## src/rtl/clock_to_bcd_pkg.sv

```systemverilog
// Shared constants and types for the clock_to_bcd digit decoder.
// Holds the digit-select codes, the default blank code and the BCD digit type.
package clock_to_bcd_pkg;

   typedef logic [3:0] bcd_digit_t;

   localparam logic [3:0] SEL_HOUR_TENS  = 4'd0;
   localparam logic [3:0] SEL_HOUR_UNITS = 4'd1;
   localparam logic [3:0] SEL_MIN_TENS   = 4'd2;
   localparam logic [3:0] SEL_MIN_UNITS  = 4'd3;
   localparam logic [3:0] SEL_SEC_TENS   = 4'd4;
   localparam logic [3:0] SEL_SEC_UNITS  = 4'd5;

   localparam bcd_digit_t DEFAULT_BLANK_CODE = 4'hF;

   // Even selects address a tens digit, odd selects a units digit.
   function automatic logic is_tens_select(input logic [3:0] sel);
      return ~sel[0];
   endfunction

endpackage

```

## src/rtl/clock_to_bcd_binary_to_bcd.sv

```systemverilog
// binary_to_bcd: splits a 6-bit binary value (0-63) into tens and units BCD digits.
// Pure combinational; tens ranges 0-6, units always 0-9.
module binary_to_bcd
   import clock_to_bcd_pkg::*;
(
   input  logic [5:0] bin,
   output bcd_digit_t tens,
   output bcd_digit_t units
);

   // Only the low nibble of (tens*10) is kept: the remainder is below 10, so
   // the upper bits of the subtraction are always zero and need not be built.
   logic [3:0] base_lo;

   always_comb begin
      tens    = 4'd0;
      base_lo = 4'd0;
      if (bin >= 6'd60) begin
         tens    = 4'd6;
         base_lo = 4'd12;
      end else if (bin >= 6'd50) begin
         tens    = 4'd5;
         base_lo = 4'd2;
      end else if (bin >= 6'd40) begin
         tens    = 4'd4;
         base_lo = 4'd8;
      end else if (bin >= 6'd30) begin
         tens    = 4'd3;
         base_lo = 4'd14;
      end else if (bin >= 6'd20) begin
         tens    = 4'd2;
         base_lo = 4'd4;
      end else if (bin >= 6'd10) begin
         tens    = 4'd1;
         base_lo = 4'd10;
      end
      units = bin[3:0] - base_lo;
   end

endmodule

```

## src/rtl/clock_to_bcd.sv

```systemverilog
// clock_to_bcd: picks one digit of an HH:MM:SS time and outputs it as BCD plus its decimal point.
// Define CLOCK_TO_BCD_OUTREG_EN to register the outputs (one cycle latency, async reset to 0).
module clock_to_bcd
   import clock_to_bcd_pkg::*;
#(
   parameter bcd_digit_t BLANK_CODE = DEFAULT_BLANK_CODE
)(
   input  logic       i_clk,
   input  logic       i_rst,
   input  logic [4:0] i_hours,
   input  logic [5:0] i_minutes,
   input  logic [5:0] i_seconds,
   input  logic [5:0] i_dp,
   input  logic [3:0] i_seg_select,
   output logic [3:0] o_bcd,
   output logic       o_dp
);

   logic [5:0] field;
   bcd_digit_t tens;
   bcd_digit_t units;
   bcd_digit_t bcd_next;
   logic       dp_next;

   always_comb begin
      field = 6'd0;
      case (i_seg_select)
         SEL_HOUR_TENS, SEL_HOUR_UNITS: field = {1'b0, i_hours};
         SEL_MIN_TENS,  SEL_MIN_UNITS:  field = i_minutes;
         SEL_SEC_TENS,  SEL_SEC_UNITS:  field = i_seconds;
         default:                       field = 6'd0;
      endcase
   end

   binary_to_bcd u_binary_to_bcd (
      .bin   (field),
      .tens  (tens),
      .units (units)
   );

   always_comb begin
      bcd_next = BLANK_CODE;
      dp_next  = 1'b0;
      if (i_seg_select <= SEL_SEC_UNITS) begin
         bcd_next = is_tens_select(i_seg_select) ? tens : units;
         dp_next  = i_dp[i_seg_select[2:0]];
      end
   end

`ifdef CLOCK_TO_BCD_OUTREG_EN
   always_ff @(posedge i_clk or posedge i_rst) begin
      if (i_rst) begin
         o_bcd <= 4'd0;
         o_dp  <= 1'b0;
      end else begin
         o_bcd <= bcd_next;
         o_dp  <= dp_next;
      end
   end
`else
   // Clock and reset are deliberately ignored when the outputs are combinational.
   logic unused_clk_rst;
   assign unused_clk_rst = i_clk ^ i_rst;

   assign o_bcd = bcd_next;
   assign o_dp  = dp_next;
`endif

endmodule

```

## config.mk

```make
export PLATFORM = sky130hd
export DESIGN_NAME = clock_to_bcd
export DESIGN_NICKNAME = d
export VERILOG_FILES = /design/src/rtl/clock_to_bcd_pkg.sv /design/src/rtl/clock_to_bcd_binary_to_bcd.sv /design/src/rtl/clock_to_bcd.sv
export SDC_FILE = /design/constraint.sdc
export NUM_CORES = 1
export LEC_CHECK = 0
export ABC_AREA = 1
export CAP_MARGIN = 0
export CORE_MARGIN = 4
export CORE_UTILIZATION = 43
export DETAILED_ROUTE_END_ITERATION = 6
export GPL_TIMING_DRIVEN = 0
export PLACE_DENSITY = 0.9
export SETUP_SLACK_MARGIN = 0.02
export SLEW_MARGIN = 20
export SYNTH_ARGS = -nofsm -noshare
export SYNTH_HDL_FRONTEND = slang
export SYNTH_SLANG_ARGS = --single-unit
```

## constraint.sdc

```tcl
create_clock -name vclk -period 7.6
set_clock_uncertainty 0.1 [all_clocks]
set_input_delay 2.28 -clock vclk [all_inputs]
set_output_delay 2.28 -clock vclk [all_outputs]
set_load 0.03 [all_outputs]
```

Yosys cells after proc, flatten, opt, wreduce, memory -nomap -nowiden
Index checks and enable logic that the tools add are counted.
- register bits after elaboration: 0
- bits in latches: 0
- RAM bits: 0
- bits in read-only memories: 0
- bits of input ports: 29
- output and inout port bits: 5
- word-level logic and storage cells: 36
- memories kept: 0
- add/subtract/negate cells: 1
- multiply operators: 0
- div/mod/pow operators: 0
- $lt $le $gt $ge: 8
- equality and inequality tests: 5
- shift-type cells: 0
- muxes and demuxes: 18
- bitwise gates (word level): 0
- reduce and logical (&&, ||, !) cells: 4
- operators with widths (kind ; number):
    4-bit two-way mux ; 13
    6-bit greater-or-equal comparator, second input constant ; 3
    6-bit one-hot mux with 3 select lines ; 1
    6-bit by 5-bit greater-or-equal comparator with 1-bit output, second input constant ; 2
    4-bit by 2-bit equality test with 1-bit output, second input constant ; 2
    4-bit by 3-bit equality test with 1-bit output, second input constant ; 2
    6-bit by 4-bit greater-or-equal comparator with 1-bit output, second input constant ; 1
    2-bit OR reduction ; 3
    4-bit by 1-bit equality test with 1-bit output, second input constant ; 1
    4-bit by 3-bit <= comparator with 1-bit output, second input constant ; 1
    4-bit logical NOT ; 1
    3-bit by 4-bit < comparator with 1-bit output, second input constant ; 1
    4-bit subtractor ; 1
    1-bit binary-select mux with 3-bit select ; 1
    1-bit two-way mux ; 3

Depth between registers and ports, before layout
Gate-level depths: netlist (run 1).
- depth after elaboration: 13
- mapped depth: 20
- mapped depth without buffers: 20

Hierarchy
Synthesis (run 1) repeated with hierarchy kept, for this count alone.
- cell total of the unflattened synthesis: 96
- area, all modules: 442.9 um^2
- by module, submodules not included (module ; times used ; cells an instance ; area an instance (um^2) ; sequential area each (um^2)):
    clock_to_bcd ; 1 ; 57 ; 241.5 ; 0.0
    binary_to_bcd ; 1 ; 39 ; 201.4 ; 0.0

Least setup slack after synthesis (run 1)
Ideal clock, no wire load.
- path type: input -> output
- from: in i_seg_select[1]
- to: out o_bcd[3]
- arrival time: 4.299 ns
- data required time: 5.220 ns
- slack: 0.921 ns
- stages on the path: 18
- path buffers: 1
- path through: buf_6 nor2_2 nand3_1 nand3_2 nand2_2 nor2_1 nor2_2 nand2_2 nand2_2 nand2_2 ha_1 inv_1 fa_1 xnor2_1 inv_1 nand2_1 nand3_1 nand2_1
- word-level cells in the longest chain between the ends: 13
- elaborated cells on any way between the ends: 30
- those cells by class: add/sub: 1; order compare: 7; eq/ne: 5; mux: 13; reduce/logical: 4
- ends and longest elaborated chain (item ; line ; source):
    start: declaration ; clock_to_bcd.sv:14 ; input logic [3:0] i_seg_select,
    4-bit by 3-bit equality test with 1-bit output (tied with other cells) ; clock_to_bcd.sv:27 ; case (i_seg_select)
    2-bit OR reduction ; clock_to_bcd.sv:27 ;
    6-bit one-hot mux with 3 select lines ; clock_to_bcd.sv:27 ;
    6-bit by 4-bit greater-or-equal comparator with 1-bit output ; clock_to_bcd_binary_to_bcd.sv:33 ; end else if (bin >= 6'd10) begin
    4-bit two-way mux ; clock_to_bcd_binary_to_bcd.sv:33 ;
    4-bit two-way mux ; clock_to_bcd_binary_to_bcd.sv:30 ; end else if (bin >= 6'd20) begin
    4-bit two-way mux ; clock_to_bcd_binary_to_bcd.sv:27 ; end else if (bin >= 6'd30) begin
    4-bit two-way mux ; clock_to_bcd_binary_to_bcd.sv:24 ; end else if (bin >= 6'd40) begin
    4-bit two-way mux ; clock_to_bcd_binary_to_bcd.sv:21 ; end else if (bin >= 6'd50) begin
    4-bit two-way mux ; clock_to_bcd_binary_to_bcd.sv:18 ; if (bin >= 6'd60) begin
    4-bit subtractor ; clock_to_bcd_binary_to_bcd.sv:37 ; units = bin[3:0] - base_lo;
    4-bit two-way mux ; clock_to_bcd.sv:45 ; bcd_next = is_tens_select(i_seg_select) ? tens : units;
    4-bit two-way mux (*) ; clock_to_bcd.sv:44 ; if (i_seg_select <= SEL_SEC_UNITS) begin
    end: declaration ; clock_to_bcd.sv:15 ; output logic [3:0] o_bcd,
Mark *: on every way between the ends. The rest lies on a longest branch, timed or not.

Worst setup path after layout (run 1)
- from: in i_seg_select[3]
- to: out o_bcd[2]
Same word-level chain as after synthesis.

==> impl_metrics.yaml, run 1 <==
outcome:
  status: "complete, no violations"
placed_design:
  hpwl_mm: 1.40
  port_buffers: 30
  gp_congestion: 0.816
logic_synthesis:
  synth_cells: 92
  synth_area_per_cell_um2: 6.23
  synth_seq_area_share_pct: 0
  syn_nets: 123
  yosysWarnings: 0
  synth.distinct_cells: 22
  netlist_area_um2: 573
sta:
  timing.fmax_mhz: 136
  hold_viol_final: 0
  hold-worst-slack_ns: 4.95
  finalCritPeriodShare_pct: 96.9
  rsz0062_at_grt: "false"
  period_minus_slack_ns: 7.36
  maxSlewViolCount: 0
  slew-limit-headroom_pct: 77.5
  worst_pin_slew_ns: 0.338
  setup_viol: 0
setup_path:
  crit_arrival_ns: 4.98
  path_max_fanout: 10
  crit_type: "in2out"
  critPathRequiredTime_ns: 5.22
  worstSetupStartpointType: "primary input"
  critPathCaptureType: "output port"
finish:
  fin_util_pct: 75.3
  clkbuf_count: 0
  num_antenna_cells: 0
  fillCellCount: 92
  nets: 155
  regArea_um2: 0
  drive_gt1_share_pct: 33.6
  syn2layout_area_growth_pct: 55.9
  nFlopsAndLatches: 0
pwr:
  power_density_mw_per_mm2: 71.2
  seqPwrFrac_pct: 0
  power.internal_w: 0.0000302
  power_w: 0.0000636
  p_sw_w: 0.0000334
  ir_worst_vdd_mv: 0.0371
  p_leak_nw: 0.407
  combPwrFrac_pct: 100.0
  clkPwrFrac_pct: 0
  switching_share_pct: 52.5
die:
  core_area_mm2: 0.00119
  io-pin-count: 34
  fp.dieH_um: 44.5
  row_count: 12
  dieArea_mm2: 0.00198
  die_w_um: 44.5
  start_util_pct: 48.3
flow_run:
  drv_cap: 0
worst_hold_path:
  whs_path_depth: 4
  worstHoldStart: "i_seg_select[0]"
  hold_class: "in2out"
  whs_endpoint: "o_bcd[3]"
global_routing:
  grt_pass1_vias: 661
  grt_max_degree: 11
  grt_pass1_wl_mm: 2.57
  overflow: 0
  antenna_found_initial: 0
  track_usage_pct: 16.1
detailed_routing:
  drc: 0
  ant_nets: 0
  viasPerCell: 5.11
  drtIter0Drc: 10
  vias: 695
  route.detailed.wl_per_inst_um: 11.3
  dr.pass1.iters: 4
  routed_wl_mm: 1.54
clocking:
  cts_hold_buf: 0
-- cells by family after synthesis --
family                     after synthesis  synth area share [%]
AOI/OAI and AO/OA                        9                  10.0
xor gates and xnor gates                 1                  1.53
buffers and inverters                   17                  14.0
adders and majority gates                2                  5.68
and+or+nand+nor                         63                  68.8
-- layout by cell type, fill, tap and decap left out --
master	instances
ha_1	1
o21ai_2	2
dlygate4sd2_1	2
a21oi_1	4
o211ai_1	1
nand4_1	2
nand3_2	7
buf_6	2
clkdlybuf4s50_1	27
nand2_4	1
nand3_1	15
clkbuf_4	1
inv_1	8
o21ai_0	1
xnor2_2	1
inv_2	6
nor2_2	4
nand3_4	2
nand2_1	15
nand2_2	12
a211oi_1	1
nor2_4	2
clkbuf_2	1
fa_1	1
nor2_1	3
-- what timing repair did --
item	CTS	global route
resized for setup	6	3
pin swaps	0	2
setup buffers	0	0
hold endpoints to repair	0	0
setup endpoints to repair	2	1
-- cell usage after synthesis, types with 2 or more instances --
master / count / share of area [%]
a21oi_1: 4 / 3.5
buf_6: 2 / 3.9
inv_1: 8 / 5.2
inv_2: 6 / 3.9
nand2_1: 15 / 9.8
nand2_2: 12 / 13
nand3_1: 15 / 13
nand3_2: 7 / 12
nand3_4: 2 / 6.1
nand4_1: 2 / 2.2
nor2_1: 3 / 2.0
nor2_2: 4 / 4.4
nor2_4: 2 / 3.9
o21ai_2: 2 / 3.1
-- power groups by stage --
stage	logic (W)	registers, W	clock network, W
after floorplan	0.0000378	0	0
after global placement	0.0000618	0	0
after detailed placement	0.0000635	0	0
after CTS	0.0000629	0	0
after global routing	0.0000701	0	0
final	0.0000636	0	0
-- worst max path at each step --
stage	startpoint	endpoint	slack, ns	depth (start not counted)
after floorplan	i_seg_select[1]	o_bcd[3]	0.92	18
after global placement	i_seg_select[2]	o_bcd[3]	-0.22	20
after detailed placement	i_seg_select[2]	o_bcd[3]	-0.36	20
after CTS	i_seg_select[3]	o_bcd[3]	0.09	20
after global routing	i_seg_select[3]	o_bcd[3]	0.03	20
final	i_seg_select[3]	o_bcd[2]	0.24	17
-- per-layer routing --
layer	up-vias	global-route usage [%]	part of all wire, %
li1	363	-	-
met1	314	20.5	42
met2	18	30.1	52
met3	0	1.63	6.4
met4	0	0	0
met5	-	0	0
-- metrics by stage --
step	worst slack, ns	cells	TNS (ns)	instance area [um2]
after CTS	0.0863	136	0	888
after detailed placement	-0.361	136	-0.467	891
after global placement	-0.221	136	-0.267	891
final	0.236	136	0	893
after floorplan	0.921	92	0	573
after global routing	0.0299	136	0	893
-- critical path: stages --
cell,delay (ns)
clkdlybuf4s50_1,0.46
nor2_2,0.14
buf_6,0.16
nand3_2,0.09
nand3_4,0.15
nand2_2,0.08
nor2_1,0.12
nor2_2,0.05
nand2_2,0.08
nand2_2,0.05
nand2_2,0.07
ha_1,0.15
inv_1,0.05
fa_1,0.48
a21oi_1,0.06
o21ai_0,0.07
dlygate4sd2_1,0.44
-- area by class of cell --
type	instances	area (um2)	area share, %
multi-input combinational	75	500	56.0
buffer	3	27.5	3.08
timing repair buffer	30	295	33.1
inverter	14	52.6	5.88
tap	14	17.5	1.96
No activity file was read; power rests on OpenSTA's default activity.
==> run 2: changes to the inputs <==
Settings changed: CORE_UTILIZATION 43 to 25, PLACE_DENSITY 0.9 to not set.
==> impl_metrics.yaml, run 2 (synthesis results as in run 1) <==
finish:
  nFlopsAndLatches: 0
  syn2layout_area_growth_pct: 59.2
  clkbuf_count: 0
  num_antenna_cells: 0
  layout_commonest_cell: "clkdlybuf4s50_1"
  multi_input_area_um2: 500
  fillCellCount: 234
  most-common-layout-cells: "27 x clkdlybuf4s50_1, 15 x nand2_1, 15 x nand3_1"
  nets: 155
  drive_gt1_share_pct: 33.6
  fin_cells: 150
  regArea_um2: 0
global_routing:
  antenna_found_initial: 0
  grt_max_degree: 11
  grt_pass1_wl_mm: 2.95
  grt_pass1_vias: 704
  overflow: 0
  track_usage_pct: 10.9
die:
  core_area_mm2: 0.00219
  io-pin-count: 34
  fp.dieH_um: 55.9
  dieArea_mm2: 0.00312
  start_util_pct: 26.2
  die_w_um: 55.9
  row_count: 17
setup_path:
  crit_arrival_ns: 4.99
  cp_cell_sequence: "clkdlybuf4s50_1 -> nor2_2 -> buf_6 -> nand3_2 -> nand3_4 -> nand2_2 -> nor2_1 -> nor2_2 -> nand2_2 -> nand2_2 -> nand2_2 -> ha_1 -> inv_1 -> fa_1 -> a21oi_1 -> o21ai_0 -> dlygate4sd2_1"
  worstSetupStartpointType: "primary input"
  worst_path_most_repeated_cell: "nand2_2"
  crit_type: "in2out"
  crit_slowest_cell: "fa_1"
  path_max_fanout: 10
  critPathCaptureType: "output port"
  slowest_delay_ns: 0.48
  critPathRequiredTime_ns: 5.22
detailed_routing:
  vias: 688
  viasPerCell: 4.59
  ant_nets: 0
  drc: 0
  drtIter0Drc: 18
  dr.pass1.iters: 4
  routed_wl_mm: 1.65
  route.detailed.wl_per_inst_um: 11.0
placed_design:
  port_buffers: 30
  gp_congestion: 0.762
  hpwl_mm: 1.39
  dp_cells: 150
sta:
  worst_pin_slew_ns: 0.310
  period_minus_slack_ns: 7.37
  hold_viol_final: 0
  rsz0062_at_grt: "false"
  setup_tns_ns: 0
  maxSlewViolCount: 0
  slew-limit-headroom_pct: 79.3
  setup_viol: 0
  timing.fmax_mhz: 136
  finalCritPeriodShare_pct: 96.9
flow_run:
  drv_cap: 0
pwr:
  p_leak_nw: 0.414
  power_density_mw_per_mm2: 69.5
  ir_worst_vdd_mv: 0.0403
worst_hold_path:
  hold_class: "in2out"
clocking:
  cts_hold_buf: 0
outcome:
  status: "complete, no violations"
[run 2: cell types whose count changed in the layout (fill, tap and decap cells not counted)]
cell,before,now
buf_2,0,1
clkbuf_4,1,0
dlygate4sd2_1,2,1
dlymetal6s2s_1,0,1
[run 2: path summary, 6_finish.rpt]
check | slack, ns | start | cells past startpoint | end
worst max-delay path | 0.23 | i_seg_select[3] | 17 | o_bcd[2]
worst min-delay path | 4.92 | i_seg_select[0] | 4 | o_bcd[3]
[run 2: per-stage QoR]
stage	worst slack, ns	hold WS (ns)	total power [W]	area (um2)	utilization [%]
after global routing	0.0350	5.00	0.0000705	912	41.6
after CTS	0.0496	5.03	0.0000630	908	41.5
after global placement	-0.274	5.32	0.0000629	908	41.5
after detailed placement	-0.321	5.32	0.0000634	908	41.5
after floorplan	0.921	4.70	0.0000378	573	-
final	0.233	4.92	0.0000634	912	41.6
[run 2: power breakdown]
group	internal (W)	leakage, nW	switching [W]
combinational	0.0000300	0.414	0.0000333
sequential	0	0	0
clock	0	0	0
total	0.0000300	0.414	0.0000333
[run 2: routing by layer]
layer	part of all wire, %	global-route usage (%)
met3	6.4	1.86
met4	0	0
met5	0	0
met1	44	13.9
met2	49	20.1
[run 2: what timing repair did]
action                                  in CTS  in global routing
pin swaps                                    0                  1
resized for setup                            4                  4
setup buffers                                0                  0
endpoints found under the setup margin       2                  2
[run 2: area by class of cell]
type	instances	share of cell area, %
plain buffers	3	3.02
inverters	14	5.76
multi-input cells	75	54.9
well taps	28	3.84
repair buffers	30	32.5
[run 2: worst max-delay path, delay by kind of cell]
family | cells | cell delay, ns
buffers and inverters | 4 | 1.08
and+or+nand+nor | 9 | 0.86
adders and majority gates | 2 | 0.62
AOI/OAI and AO/OA | 2 | 0.13
